`config.mk`:
```
export PLATFORM = sky130hd
export DESIGN_NAME = if_fetch_unit
export DESIGN_NICKNAME = d
export VERILOG_FILES = /design/src/rtl/simple_risc_pkg.sv /design/src/rtl/if_skid_buf.sv /design/src/rtl/if_fetch_unit.sv
export SDC_FILE = /design/constraint.sdc
export NUM_CORES = 1
export LEC_CHECK = 0
export ABC_AREA = 0
export CAP_MARGIN = 20
export CORE_UTILIZATION = 54
export CTS_BUF_LIST = sky130_fd_sc_hd__clkbuf_4 sky130_fd_sc_hd__clkbuf_8 sky130_fd_sc_hd__clkbuf_16
export CTS_CLUSTER_SIZE = 10
export DETAILED_ROUTE_END_ITERATION = 8
export GPL_TIMING_DRIVEN = 0
export PLACE_DENSITY = 0.89
export SYNTH_ARGS = -nofsm -noshare
export SYNTH_HDL_FRONTEND = slang
export SYNTH_HIERARCHICAL = 1
export SYNTH_SLANG_ARGS = --single-unit
```
`constraint.sdc`:
```
create_clock -name clk -period 3.1 [get_ports clk]
set_input_delay 0.62 -clock clk [delete_from_list [all_inputs] [get_ports clk]]
set_output_delay 0.62 -clock clk [all_outputs]
set_load 0.01 [all_outputs]
```
`src/rtl/simple_risc_pkg.sv`:
```
// rtl/simple_risc_pkg.sv - shared SimpleRISC constants and fetch-stage state encoding
package simple_risc_pkg;

  localparam logic [31:0] NOP_INSTR   = 32'h6800_0000;
  localparam int          INSTR_BYTES = 4;

  typedef enum logic [1:0] {
    S_IDLE,
    S_REQ,
    S_SQUASH,
    S_HOLD
  } fetch_state_t;

endpackage

```
`src/rtl/if_skid_buf.sv`:
```
// rtl/if_skid_buf.sv - one-entry data+valid holding register with load/clear/unload
module if_skid_buf #(
  parameter int W = 64
) (
  input  logic         clk,
  input  logic         rst_n,
  input  logic         load,
  input  logic         clear,
  input  logic         unload,
  input  logic [W-1:0] dataIn,
  output logic [W-1:0] dataOut,
  output logic         valid
);

  // clear beats load so a redirect always wins over a coincident capture
  always_ff @(posedge clk or negedge rst_n) begin
    if (!rst_n) begin
      valid   <= 1'b0;
      dataOut <= '0;
    end else if (clear) begin
      valid <= 1'b0;
    end else if (load) begin
      valid   <= 1'b1;
      dataOut <= dataIn;
    end else if (unload) begin
      valid <= 1'b0;
    end
  end

endmodule

```
`src/rtl/if_fetch_unit.sv`:
```
// rtl/if_fetch_unit.sv - SimpleRISC IF stage: PC, imem request FSM and IF/OF latch
module if_fetch_unit #(
  parameter int                ADDR_W    = 32,
  parameter int                DATA_W    = 32,
  parameter logic [ADDR_W-1:0] RESET_PC  = '0,
  parameter logic [DATA_W-1:0] NOP_INSTR = simple_risc_pkg::NOP_INSTR
) (
  input  logic              clk,
  input  logic              rst_n,
  input  logic              isBranchTaken,
  input  logic [ADDR_W-1:0] branchPC,
  input  logic              stall,
  output logic              imem_req,
  output logic [ADDR_W-1:0] imem_addr,
  input  logic              imem_ready,
  input  logic [DATA_W-1:0] imem_rdata,
  output logic [ADDR_W-1:0] if_pc,
  output logic [DATA_W-1:0] if_instr,
  output logic              if_valid
);
  import simple_risc_pkg::*;

  fetch_state_t              state;
  logic [ADDR_W-1:0]         pc;
  logic [ADDR_W-1:0]         pcNext;
  logic [ADDR_W-1:0]         target;
  logic                      done;
  logic                      inFlight;
  logic                      skidLoad;
  logic                      skidUnload;
  logic                      skidValid;
  logic [ADDR_W+DATA_W-1:0]  skidData;

  assign done     = imem_req & imem_ready;
  assign inFlight = imem_req & ~imem_ready;
  assign target   = {branchPC[ADDR_W-1:2], 2'b00};
  assign pcNext   = pc + ADDR_W'(INSTR_BYTES);

  assign skidLoad   = (state == S_REQ) && done && stall && !isBranchTaken;
  assign skidUnload = (state == S_HOLD) && !stall && !isBranchTaken;

  if_skid_buf #(.W(ADDR_W + DATA_W)) skidBuf (
    .clk     (clk),
    .rst_n   (rst_n),
    .load    (skidLoad),
    .clear   (isBranchTaken),
    .unload  (skidUnload),
    .dataIn  ({pc, imem_rdata}),
    .dataOut (skidData),
    .valid   (skidValid)
  );

  always_ff @(posedge clk or negedge rst_n) begin
    if (!rst_n) begin
      state     <= S_IDLE;
      pc        <= RESET_PC;
      imem_req  <= 1'b0;
      imem_addr <= RESET_PC;
      if_valid  <= 1'b0;
      if_pc     <= RESET_PC;
      if_instr  <= NOP_INSTR;
    end else if (isBranchTaken) begin
      // an in-flight fetch must still complete before the target can be requested
      pc       <= target;
      if_valid <= 1'b0;
      if_instr <= NOP_INSTR;
      imem_req <= 1'b1;
      if (inFlight) begin
        state <= S_SQUASH;
      end else begin
        state     <= S_REQ;
        imem_addr <= target;
      end
    end else begin
      // OF consumed the latch; becomes a bubble unless something new lands below
      if (!stall) begin
        if_valid <= 1'b0;
        if_instr <= NOP_INSTR;
      end
      case (state)
        S_IDLE: begin
          state     <= S_REQ;
          imem_req  <= 1'b1;
          imem_addr <= pc;
        end
        S_REQ: begin
          if (done) begin
            pc <= pcNext;
            if (stall) begin
              imem_req <= 1'b0;
              state    <= S_HOLD;
            end else begin
              if_instr  <= imem_rdata;
              if_pc     <= pc;
              if_valid  <= 1'b1;
              imem_addr <= pcNext;
            end
          end
        end
        S_HOLD: begin
          if (!stall) begin
            {if_pc, if_instr} <= skidData;
            if_valid          <= skidValid;
            imem_req          <= 1'b1;
            imem_addr         <= pc;
            state             <= S_REQ;
          end
        end
        S_SQUASH: begin
          if (done) begin
            imem_addr <= pc;
            state     <= S_REQ;
          end
        end
        default: state <= S_IDLE;
      endcase
    end
  end

endmodule

```
Word-level counts from Yosys, hierarchy flattened
Index checks and enable logic that the tools add are counted.

Register bits: 197. Input port bits: 69. Output and inout bits: 98. Word-level logic and storage cells: 85.

Add/sub/neg operators: 1. Equality and inequality tests: 12. Muxes and demuxes: 40. Bitwise logic cells: 4. Reductions and logical operators: 19.

Operator list (count): 2-to-1 mux 32 bit (16); case mux 32 bit (2 select lines) (2); case mux 32 bit (4 select lines) (1); adder 32 x 3 -> 32 bit, second input constant (1); inequality test 3 bit, second input constant (5); 2-to-1 mux 1 bit (12); 2-to-1 mux 2 bit (6); AND reduction 5 bit (2); inequality test 2 bit, second input constant (4); case mux 2 bit (4 select lines) (1); AND reduction 4 bit (2); nonzero test 2 bit (3); logical AND 1 bit (5); == test 2 bit, second input constant (2); AND reduction 2 bit (2); nonzero test 4 bit (1); case mux 1 bit (3 select lines) (1); nonzero test 3 bit (1); bitwise AND 1 bit (2); == test 2 x 1 -> 1 bit, second input constant (1); logical NOT 1 bit (2); logical NOT 2 bit (1); inverter 1 bit (2); case mux 1 bit (2 select lines) (1).

Logic depth before layout (Yosys ltp)
Gate-level depths: netlist of run 1.

Depth after elaboration: 6. Gate-level depth with buffers: 10. Mapped depth without buffers: 7.

By module
Netlist of run 1, hierarchy kept.

By module, submodules not included: if_fetch_unit (instances 1, cells an instance 736, area each 6950.4 µm², sequential area each 3231.8 µm²); if_skid_buf (instances 1, cells an instance 140, area each 2741.4 µm², sequential area each 1626.6 µm²).

Worst setup path before layout of run 1
No wires, ideal clock.

Path kind: register to register. From: register state[1]. To: register skidBuf.dataOut[0]. Library setup time: 0.125 ns. Data arrival time: 2.028 ns. Data required time: 2.975 ns. Path slack: 0.947 ns. Cell stages (with the launch flop): 11. Buffers on the path: 4. Clock period less this slack: 2.153 ns. Path through: dfrtp_1 -> inv_1 -> ha_1 -> buf_2 -> clkbuf_1 -> nand2_1 -> nor2_1 -> nor2b_4 -> buf_12 -> buf_12 -> mux2_4.

Longest elaborated chain between the ends: 5.

Ends and longest elaborated chain: start, declared (RTL line if_fetch_unit.sv:23) `fetch_state_t state;`; start signal, assigned (RTL line if_fetch_unit.sv:55) `state <= S_IDLE;`; start signal, assigned (RTL line if_fetch_unit.sv:69) `state <= S_SQUASH;`; start signal, assigned (RTL line if_fetch_unit.sv:71) `state <= S_REQ;`; == test 2 x 1 -> 1 bit (RTL line if_fetch_unit.sv:39) `assign skidLoad = (state == S_REQ) && done && stall && !isBranchTaken;`; logical AND 1 bit (3 in series) (RTL line if_fetch_unit.sv:39); named net skidLoad (RTL line if_fetch_unit.sv:29) `logic skidLoad;`; AND reduction 2 bit (no source line); end signal, assigned (RTL line if_skid_buf.sv:24) `dataOut <= dataIn;`; end, declared (RTL line if_skid_buf.sv:11) `output logic [W-1:0] dataOut,`.

The timed path passes the listed nets, and every way through them passes these cells. A chain may end at the register's enable or synchronous reset.

Final worst setup path of run 1
From: register state[1]. To: register skidBuf.dataOut[37].

Same word-level chain as after synthesis.

==> results of run 1 <==
[sequential cells by signal, indices dropped and copies added (netlist names)]
register	cells
skidBuf/dataOut	64
if_instr	32
if_pc	32
imem_addr	31
pc	30
state	2
if_valid	1
imem_req	1
skidBuf/valid	1
[cell type report]
| type | count | area [µm²] |
|---|---|---|
| plain buffers | 75 | 432.9 |
| fillers | 1244 | 5180 |
| multi-input cells | 593 | 4352 |
| clock buffers | 18 | 439.2 |
| clock inverters | 14 | 142.6 |
| repair buffers | 165 | 1674 |
| flip-flops and latches | 194 | 4858 |
| inverters | 15 | 56.30 |
| well taps | 225 | 281.5 |
[worst max path at each step]
stage                                to  slack [ns]
floorplan            skidBuf/dataOut[0]        0.95
global placement     skidBuf/dataOut[0]       -6.39
detailed placement        imem_addr[21]       -0.34
CTS                       imem_addr[21]        0.08
global route              imem_addr[14]        0.15
finish              skidBuf/dataOut[37]        0.23
[where the power goes]
part,switching [µW],internal (µW)
registers,612,3450
logic,1830,2030
clock network,1080,1090
total,3530,6570
[routing by layer]
| layer | vias up | share of wire (%) |
|---|---|---|
| met5 | - | 0 |
| met3 | 68 | 8.5 |
| li1 | 3540 | - |
| met2 | 449 | 47 |
| met1 | 3951 | 42 |
| met4 | 0 | 2.7 |
[worst register-to-register path, stage by stage (launching register included)]
cell and delay, ns:
dfrtp_1 0.41, inv_1 0.08, ha_1 0.15, buf_2 0.21
clkbuf_1 0.48, nand2_1 0.35, nor2_1 0.22, nor2b_4 0.18
buf_12 0.18, buf_12 0.18, mux2_4 0.32
[cells by family after synthesis]
family	count (synthesis)	synth area share, %
flip-flops	194	50.13
buffers and inverters	90	5.009
AO/OA/AOI/OAI	172	11.88
other	1	0.03869
multiplexers	113	14.98
AND/OR/NAND/NOR	258	13.48
XOR/XNOR	44	3.976
adder cells (fa/ha/maj)	4	0.5164
[per-stage QoR]
step | instance area [µm²] | power [µW] | std cells | hold slack [ns]
global placement | 11620 | 7709 | 1266 | 0.4601
global route | 12240 | 10570 | 1299 | 0.2008
finish | 12240 | 10100 | 1299 | 0.1489
floorplan | 9696 | 6104 | 877 | 0.3244
CTS | 12230 | 10080 | 1299 | 0.1845
detailed placement | 11650 | 7874 | 1267 | 0.4704
[layout by cell type, fill, tap and decap left out, types with 5 or more instances in the layout]
cell / instances
nand3_1: 15
mux2i_1: 37
and3_1: 6
inv_8: 6
mux2_4: 60
nor4_1: 9
dfrtp_1: 191
nand2_1: 90
nor2_1: 60
buf_12: 7
clkdlybuf4s50_1: 163
clkbuf_16: 17
o31a_1: 5
clkinv_4: 5
a222oi_1: 29
nor2b_1: 6
buf_1: 5
o21ai_0: 67
and4_1: 6
nor3_1: 22
mux2_2: 16
nand4_1: 11
buf_2: 12
or3_1: 9
xor2_1: 13
o22a_1: 5
clkbuf_1: 44
xnor2_1: 31
o21ai_1: 8
a21oi_1: 24
inv_1: 13
==> summary.txt, run 1 <==
Synthesis
  – Post-synth EDFFs: 0
  – Fraction of registers with async set or reset after synthesis: 100.0%
  – Number of instances in the synthesized netlist: roughly 880
  – Share of the synthesized area in the top cell type: slightly below 50%
  – Average footprint of a synthesized cell: between 10 and 15 µm²
  – Synthesis Warnings: 6
  – Register bit count reported by yosys: 194
  – Number of unique standard cell types used by synthesis: 62
  – Leading cell type by number of instances after synthesis: dfrtp_1
  – Main synth FF type: dfrtp_1
  – Synth area leader: dfrtp_1
  – Top cells by area, synth: dfrtp_1 49%, mux2_4 9.3%, mux2i_1 3.8%
  – Most frequent cells after synthesis: 191 x dfrtp_1, 90 x nand2_1, 67 x o21ai_0
  – Sequential share of the synthesized area: 50.13%
  – Cell Area, Synth: 9692 µm²

Cells and area
  – Post-layout net count: 1134
  – Signed area change from the synthesized netlist to the final layout: 26.26%
  – Number of inserted diodes: 0
  – Post-route core utilization: 70.26%
  – Fraction of layout cells with a size suffix above 1: 14.43%

Power and ir drop
  – Static power due to leakage: 0.005077 µW
  – VDD IR-drop max: just under 0.0005 V
  – Pwr Density: 825.7 nW/µm²

Route
  – Violation count after the first detailed-route iteration: 936
  – Total vias in the final route: about 8000
  – Number of vias per cell: 6.165
  – Final routed wire length divided by cell count: about 21 µm
  – First-pass DRT Iterations: 8
  – Remaining DRCs: 0
  – DRT Wirelength: roughly 27000 µm
  – Number of nets still failing antenna checks after routing: 0

Place
  – Detailed placement HPWL: 18750 µm
  – Worst slack at placement: -0.3356 ns
  – Buffers added on ports: 164
  – Final weighted congestion in routability-driven placement: approximately 0.93

Floorplan
  – Top-level I/O count: ~170
  – Die area: between 15000 and 20000 µm²
  – Die width: approximately 140 µm
  – Placeable core area: ~17000 µm²
  – Initial core utilization: 55.65%
  – Count of standard-cell rows: 48
  – Die outline height: 136.0 µm

Clock tree
  – Number of post-CTS setup repair buffers: 0
  – CTS Hold Bufs: 0
  – Sinks on Clock Net: 194
  – Number of buffers between clock root and the deepest sink: 2
  – CTS tree: done
  – Root Driver: clkbuf_16
  – Clock latency of the later-clocked register in the worst-skew pair: 0.44 ns
  – CTS HTree Levels: 4
  – Clock transition at path regs: 0.08 ns
  – CTS Buf Count: 17
  – Cells resized by post-CTS repair: 0

Global routing
  – Global-route layer with the greatest usage: met2
  – Number of global-route vias before repair: 7851
  – Antenna violations before repair: 0
  – Largest net degree at the start of global routing: 111
  – GRT Resource Usage Total: 30.42%
  – Global-route wire length before repair: about 43000 µm
  – Met3 usage: under 10%
  – Total congestion overflow after global routing: 0
  – Global-route met2 utilization: 47.42%
  – Met1 capacity usage during global routing: 41.85%

Setup path
  – Sum of buffers and inverters on the critical path: 5
  – Critical Path AT: 3.19 ns
  – Cell with the largest stage delay on the worst path: clkbuf_1
  – Path depth of the worst reg2reg path: 10
  – Setup crit start kind: flip-flop
  – Data required time of the worst path: 3.42 ns
  – Worst Path Max Fanout: 10
  – Flop2flop setup slack: 0.23 ns
  – Critical path depth: 10
  – Type of the worst setup path: flip-flop to flip-flop
  – Series of cell instances along the critical path: inv_1, ha_1, buf_2, clkbuf_1, nand2_1, nor2_1, nor2b_4, buf_12, buf_12, mux2_4
  – Worst r2r src: state[1]
  – Worst flop-to-flop path endpoint: skidBuf/dataOut[37]
  – CP most frequent cell: buf_12
  – Cell family with most CP delay: buffers and inverters
  – Launch point of the critical path: state[1]
  – Max incr delay on CP: approximately 0.48 ns
  – Critical path endpoint category: flip-flop

STA
  – Final setup TNS: 0 ns
  – Worst clock skew: 0.009160 ns
  – Final slew viol count: 0
  – Fmax: about 0.35 GHz
  – Crit path time final: 2.870 ns
  – Final Setup Violations: 0
  – Final-report hold violation count: 0
  – Final critical-path share of the clock period: 92.57%
  – Worst setup margin: 0.2302 ns
  – Least-Margin Pin Slew: 1.098 ns
  – Max-slew headroom at the worst pin: a little over a quarter
  – Setup repair after global routing missed its margin: false

Status
  – Outcome: completed

Worst hold path
  – Class of the worst hold path: input pin to async pin

Flow run
  – Number of max-cap violations: 0
Power figures use the tool's default switching activity.
==> run 2: changes to the inputs <==
--- a/config.mk
+++ b/config.mk
@@ -11,6 +11,7 @@
 export CTS_BUF_LIST = sky130_fd_sc_hd__clkbuf_4 sky130_fd_sc_hd__clkbuf_8 sky130_fd_sc_hd__clkbuf_16
 export CTS_CLUSTER_SIZE = 10
 export DETAILED_ROUTE_END_ITERATION = 8
+export GPL_ROUTABILITY_DRIVEN = 0
 export GPL_TIMING_DRIVEN = 0
 export PLACE_DENSITY = 0.89
 export SYNTH_ARGS = -nofsm -noshare
==> summary.txt, run 2 (same netlist as run 1, synthesis figures left out) <==
STA
  – Fmax: 0.3322 GHz
  – Final slew viol count: 0
  – Setup repair after global routing missed its margin: false
  – Worst clock skew: 0.01205 ns
  – Final setup TNS: 0 ns
  – Final Setup Violations: 0
  – Max-slew headroom at the worst pin: 27.85%
  – Final-report hold violation count: 0
  – Final critical-path share of the clock period: 97.11%
  – Least-Margin Pin Slew: 1.078 ns
  – Crit path time final: ~3 ns

Power and ir drop
  – Net switching power: 3548 µW
  – VDD IR-drop max: 0.0004558 V
  – Int Power: 6561 µW
  – Static power due to leakage: between 0.005 and 0.006 µW
  – Part of the power in registers: 40.2%
  – Total power draw: roughly 10000 µW
  – Switch share: 35.10%
  – Clock share of power: 21.7%
  – Combinational Power Share: 38.1%
  – Pwr Density: 826.2 nW/µm²

Clock tree
  – CTS tree: done
  – Root Driver: clkbuf_16
  – CTS Buf Count: 17
  – Number of buffers between clock root and the deepest sink: 2
  – CTS HTree Levels: 4
  – Clock latency of the later-clocked register in the worst-skew pair: roughly 0.45 ns
  – Sinks on Clock Net: 194
  – Number of post-CTS setup repair buffers: 0
  – Clock transition at path regs: 0.08 ns
  – CTS Hold Bufs: 0

Status
  – Outcome: completed

Place
  – Inst Count DP: 1267
  – Buffers added on ports: 164
  – Detailed placement HPWL: 18700 µm
  – Post-detailed-placement cell area: 11650 µm²

Cells and area
  – Commonest cells after routing, fill and taps aside: 191 x dfrtp_1, 163 x clkdlybuf4s50_1, 90 x nand2_1
  – Number of flip-flops under the largest register name: 64
  – Number of inserted diodes: 0
  – Fraction of layout cells with a size suffix above 1: 14.25%
  – Post-layout net count: 1134
  – Final design instance area without fill: 12240 µm²
  – Filler instances: 1238
  – Most common cell after layout, fill and taps aside: dfrtp_1
  – Largest registers: skidBuf/dataOut (64), if_instr (32), if_pc (32)
  – Signed area change from the synthesized netlist to the final layout: 26.25%
  – Post-route core utilization: between 70 and 80%
  – Register bank with the most flops: skidBuf/dataOut
  – Non-filler cells, final: 1299

Route
  – Remaining DRCs: 0
  – Number of nets still failing antenna checks after routing: 0
  – Total vias in the final route: 8033
  – Violation count after the first detailed-route iteration: 920
  – First-pass DRT Iterations: 6
  – Number of vias per cell: roughly 6.2
  – Final routed wire length divided by cell count: 21.01 µm
  – DRT Wirelength: 27300 µm

Floorplan
  – Count of standard-cell rows: 48
  – Top-level I/O count: 167
  – Placeable core area: 17420 µm²
  – Die area: 18490 µm²
  – Die outline height: 136.0 µm
  – Initial core utilization: between 50% and 60%
  – Die width: 136.0 µm

Setup path
  – Cell with the largest stage delay on the worst path: clkdlybuf4s50_1
  – CP most frequent cell: clkbuf_1
  – Data required time of the worst path: 3.47 ns
  – Type of the worst setup path: input pin to flip-flop
  – Series of cell instances along the critical path: clkdlybuf4s50_1, clkbuf_1, nand3b_1, o221a_2, clkbuf_1, clkbuf_1, o311ai_0, nand2_1
  – Setup crit start kind: input pin
  – Critical path endpoint category: flip-flop
  – Max incr delay on CP: between 0.5 and 0.6 ns
  – Worst Path Max Fanout: 10
  – Critical Path AT: 3.38 ns

Global routing
  – Largest net degree at the start of global routing: 109
  – Total congestion overflow after global routing: 0
  – GRT Resource Usage Total: 30.65%
  – Global-route wire length before repair: 43190 µm
  – Number of global-route vias before repair: 8133
  – Antenna violations before repair: 0

Worst hold path
  – Class of the worst hold path: input pin to async pin

Flow run
  – Number of max-cap violations: 0
==> run 2: cell count changes in the layout (fill, tap and decap cells not counted) <==
| cell | previous run | this run |
|---|---|---|
| inv_6 | 0 | 8 |
| clkinv_4 | 5 | 0 |
| inv_8 | 6 | 3 |
| clkbuf_1 | 44 | 46 |
| clkbuf_2 | 3 | 1 |
| clkinv_8 | 1 | 3 |
| clkinvlp_4 | 2 | 0 |
| clkbuf_8 | 1 | 0 |
| clkinv_2 | 0 | 1 |
==> run 2: power groups by stage <==
stage | Sequential, µW | Clock (µW) | Combinational [µW]
2_1_floorplan | 4130 | 0 | 1970
3_3_place_gp | 4030 | 0 | 3670
3_5_place_dp | 4070 | 0 | 3800
4_1_cts | 4050 | 2220 | 3830
5_1_grt | 4150 | 2320 | 4120
6_report | 4070 | 2190 | 3850
==> run 2: path summary, 6_finish.rpt <==
check | endpoint | from | cells past startpoint | slack [ns]
worst min-delay path | if_pc[8] | rst_n | 1 | 0.25
min in group clk | if_pc[15] | if_pc[15] | 2 | 0.48
worst min register to register | if_pc[15] | if_pc[15] | 2 | 0.48
worst max-delay path | imem_addr[21] | isBranchTaken | 8 | 0.09
max in group asynchronous | if_instr[30] | rst_n | 2 | 1.92
worst max register to register | skidBuf/dataOut[35] | state[1] | 10 | 0.23
==> run 2: worst max-delay path, delay by kind of cell <==
kind | cells | cell delay, ns
buf+inv | 4 | 1.86
simple gates | 2 | 0.39
compound gates | 2 | 0.50
==> run 2: stage by stage <==
step	hold slack, ns	setup WS [ns]
after floorplan	0.3244	0.9473
after global placement	0.4597	-6.457
after detailed placement	0.4692	-0.2674
after CTS	0.2673	0.1747
after global routing	0.3071	0.06001
final	0.2471	0.08969
==> run 2: layout make-up <==
type                            count  area [µm²]  share of cell area [%]
Sequential cell                   194        4858                   39.71
Multi-Input combinational cell    593        4352                   35.57
Timing Repair Buffer              165        1674                   13.68
Buffer                             75       430.4                   3.518
Clock buffer                       17       425.4                   3.477
Tap cell                          225       281.5                   2.301
Clock inverter                     15       157.7                   1.288
Inverter                           15       56.30                  0.4602
==> run 2: per-layer routing <==
metal,vias to the layer above,global-route usage [%],routed length [µm]
met5,-,0,0
met4,0,15.19,1116
met3,108,6.935,2205
met2,436,48.33,13020
met1,3969,39.81,10950
li1,3520,-,-
==> run 2: timing repair <==
action	CTS	global route
setup endpoints to repair	0	1
resized for setup	0	2
endpoints found under the hold margin	0	0
==> run 3: changes to the inputs <==
--- a/config.mk
+++ b/config.mk
@@ -13,6 +13,7 @@
 export DETAILED_ROUTE_END_ITERATION = 8
 export GPL_ROUTABILITY_DRIVEN = 0
 export GPL_TIMING_DRIVEN = 0
+export MAX_ROUTING_LAYER = met4
 export PLACE_DENSITY = 0.89
 export SYNTH_ARGS = -nofsm -noshare
 export SYNTH_HDL_FRONTEND = slang
==> summary.txt, run 3 (same netlist as run 1, synthesis figures left out) <==
STA
  – Final critical-path share of the clock period: 97.76%
  – Max-slew headroom at the worst pin: 27.12%
  – Worst setup margin: 0.06955 ns
  – Fmax: about 0.33 GHz
  – Setup repair after global routing missed its margin: false
  – Worst clock skew: 0.009603 ns
  – Least-Margin Pin Slew: 1.088 ns
  – Final-report hold violation count: 0
  – Final slew viol count: 0
  – Crit path time final: 3.030 ns
  – Final Setup Violations: 0

Clock tree
  – Sinks on Clock Net: 194
  – Cells resized by post-CTS repair: 0
  – CTS Hold Bufs: 0
  – CTS HTree Levels: 4
  – CTS tree: done
  – Number of post-CTS setup repair buffers: 0
  – Clock latency of the later-clocked register in the worst-skew pair: 0.44 ns
  – CTS Buf Count: 17
  – Root Driver: clkbuf_16
  – Number of buffers between clock root and the deepest sink: 2
  – Clock transition at path regs: about 0.080 ns

Cells and area
  – Post-layout net count: 1134
  – Commonest cells after routing, fill and taps aside: 191 x dfrtp_1, 163 x clkdlybuf4s50_1, 90 x nand2_1
  – Most common cell after layout, fill and taps aside: dfrtp_1
  – Number of inserted diodes: 0
  – Final design instance area without fill: 12240 µm²
  – Register bank with the most flops: skidBuf/dataOut
  – Area occupied by multi-input gates: 4352 µm²
  – Fraction of layout cells with a size suffix above 1: 14.25%
  – Signed area change from the synthesized netlist to the final layout: 26.25%
  – Filler instances: 1238
  – Number of flip-flops under the largest register name: 64
  – Reg area: 4858 µm²
  – Largest registers: skidBuf/dataOut (64), if_instr (32), if_pc (32)

Route
  – Topmost layer with routed signal wires: met4
  – First-pass DRT Iterations: 6
  – Number of nets still failing antenna checks after routing: 0
  – Final routed wire length divided by cell count: 20.93 µm
  – Met3 Routed Length: 2310 µm
  – Total vias in the final route: about 8000
  – Remaining DRCs: 0
  – Met1 wire length: 10770 µm
  – Number of vias per cell: between 6 and 7
  – Violation count after the first detailed-route iteration: 968
  – DRT Wirelength: 27190 µm
  – Metal2 WL: roughly 13000 µm

Setup path
  – Critical Path AT: 3.40 ns
  – Setup crit start kind: input pin
  – Critical path endpoint category: flip-flop
  – Path depth of the worst reg2reg path: 10
  – Type of the worst setup path: input pin to flip-flop
  – Worst Path Max Fanout: 10
  – Data required time of the worst path: 3.47 ns

Floorplan
  – Initial core utilization: 55.65%
  – Top-level I/O count: 167
  – Count of standard-cell rows: between 40 and 50
  – Die width: 136.0 µm
  – Die outline height: 136.0 µm
  – Die area: 18490 µm²
  – Placeable core area: 17420 µm²

Global routing
  – Largest net degree at the start of global routing: 109
  – Total congestion overflow after global routing: 0
  – Number of global-route vias before repair: 8144
  – GRT Resource Usage Total: a little under a third
  – Antenna violations before repair: 0
  – Global-route wire length before repair: 43170 µm

Power and ir drop
  – Static power due to leakage: 0.005079 µW
  – VDD IR-drop max: 0.0004555 V
  – Pwr Density: 825.4 nW/µm²

Place
  – Buffers added on ports: between 150 and 200
  – Post-detailed-placement cell area: approximately 12000 µm²
  – Detailed placement HPWL: 18700 µm
  – Worst slack at placement: -0.2674 ns

Flow run
  – Number of max-cap violations: 0

Status
  – Outcome: completed

Worst hold path
  – Class of the worst hold path: input pin to async pin
## run 3: cell counts in the layout (fill, tap and decap cells not counted)
Identical to the previous run, type by type.
## run 3: layout make-up
type | count | share of cell area, %
Sequential cell | 194 | 39.71
Multi-Input combinational cell | 593 | 35.57
Timing Repair Buffer | 165 | 13.68
Buffer | 75 | 3.518
Clock buffer | 17 | 3.477
Tap cell | 225 | 2.301
Clock inverter | 15 | 1.288
Inverter | 15 | 0.4602
## run 3: path summary, 6_finish.rpt
| check | to | from | slack (ns) |
|---|---|---|---|
| max | imem_addr[21] | isBranchTaken | 0.07 |
| min | if_pc[8] | rst_n | 0.23 |
| min reg2reg | if_pc[15] | if_pc[15] | 0.48 |
| max in group asynchronous | if_instr[30] | rst_n | 1.95 |
| min in group clk | if_pc[15] | if_pc[15] | 0.48 |
| max reg2reg | skidBuf/dataOut[37] | state[1] | 0.23 |
## run 3: power breakdown
group / switching [µW] / total, µW / internal [µW]
Clock: 1100 / 2190 / 1080
Combinational: 1820 / 3850 / 2030
Sequential: 615 / 4060 / 3450
## run 3: critical path, stage by stage
cell and delay, ns:
clkdlybuf4s50_1 0.56, clkbuf_1 0.36, nand3b_1 0.26, o221a_2 0.20, clkbuf_1 0.46, clkbuf_1 0.50, o311ai_0 0.30, nand2_1 0.12
## run 3: routing by layer
layer | global-route usage, % | vias to the layer above
li1 | - | 3511
met4 | 15.19 | 0
met5 | - | -
met1 | 39.86 | 3967
met2 | 48.47 | 478
met3 | 6.637 | 117
## run 3: through the flow
step	TNS (ns)	hold WS (ns)	utilization (%)	instances	total power [µW]
2_1_floorplan	0	0.3244	-	877	6104
3_3_place_gp	-1245.13	0.4597	66.71	1266	7699
3_5_place_dp	-2.942	0.4692	66.90	1267	7872
4_1_cts	0	0.2673	70.24	1299	10090
5_1_grt	0	0.3080	70.25	1299	10590
6_report	0	0.2273	70.25	1299	10100
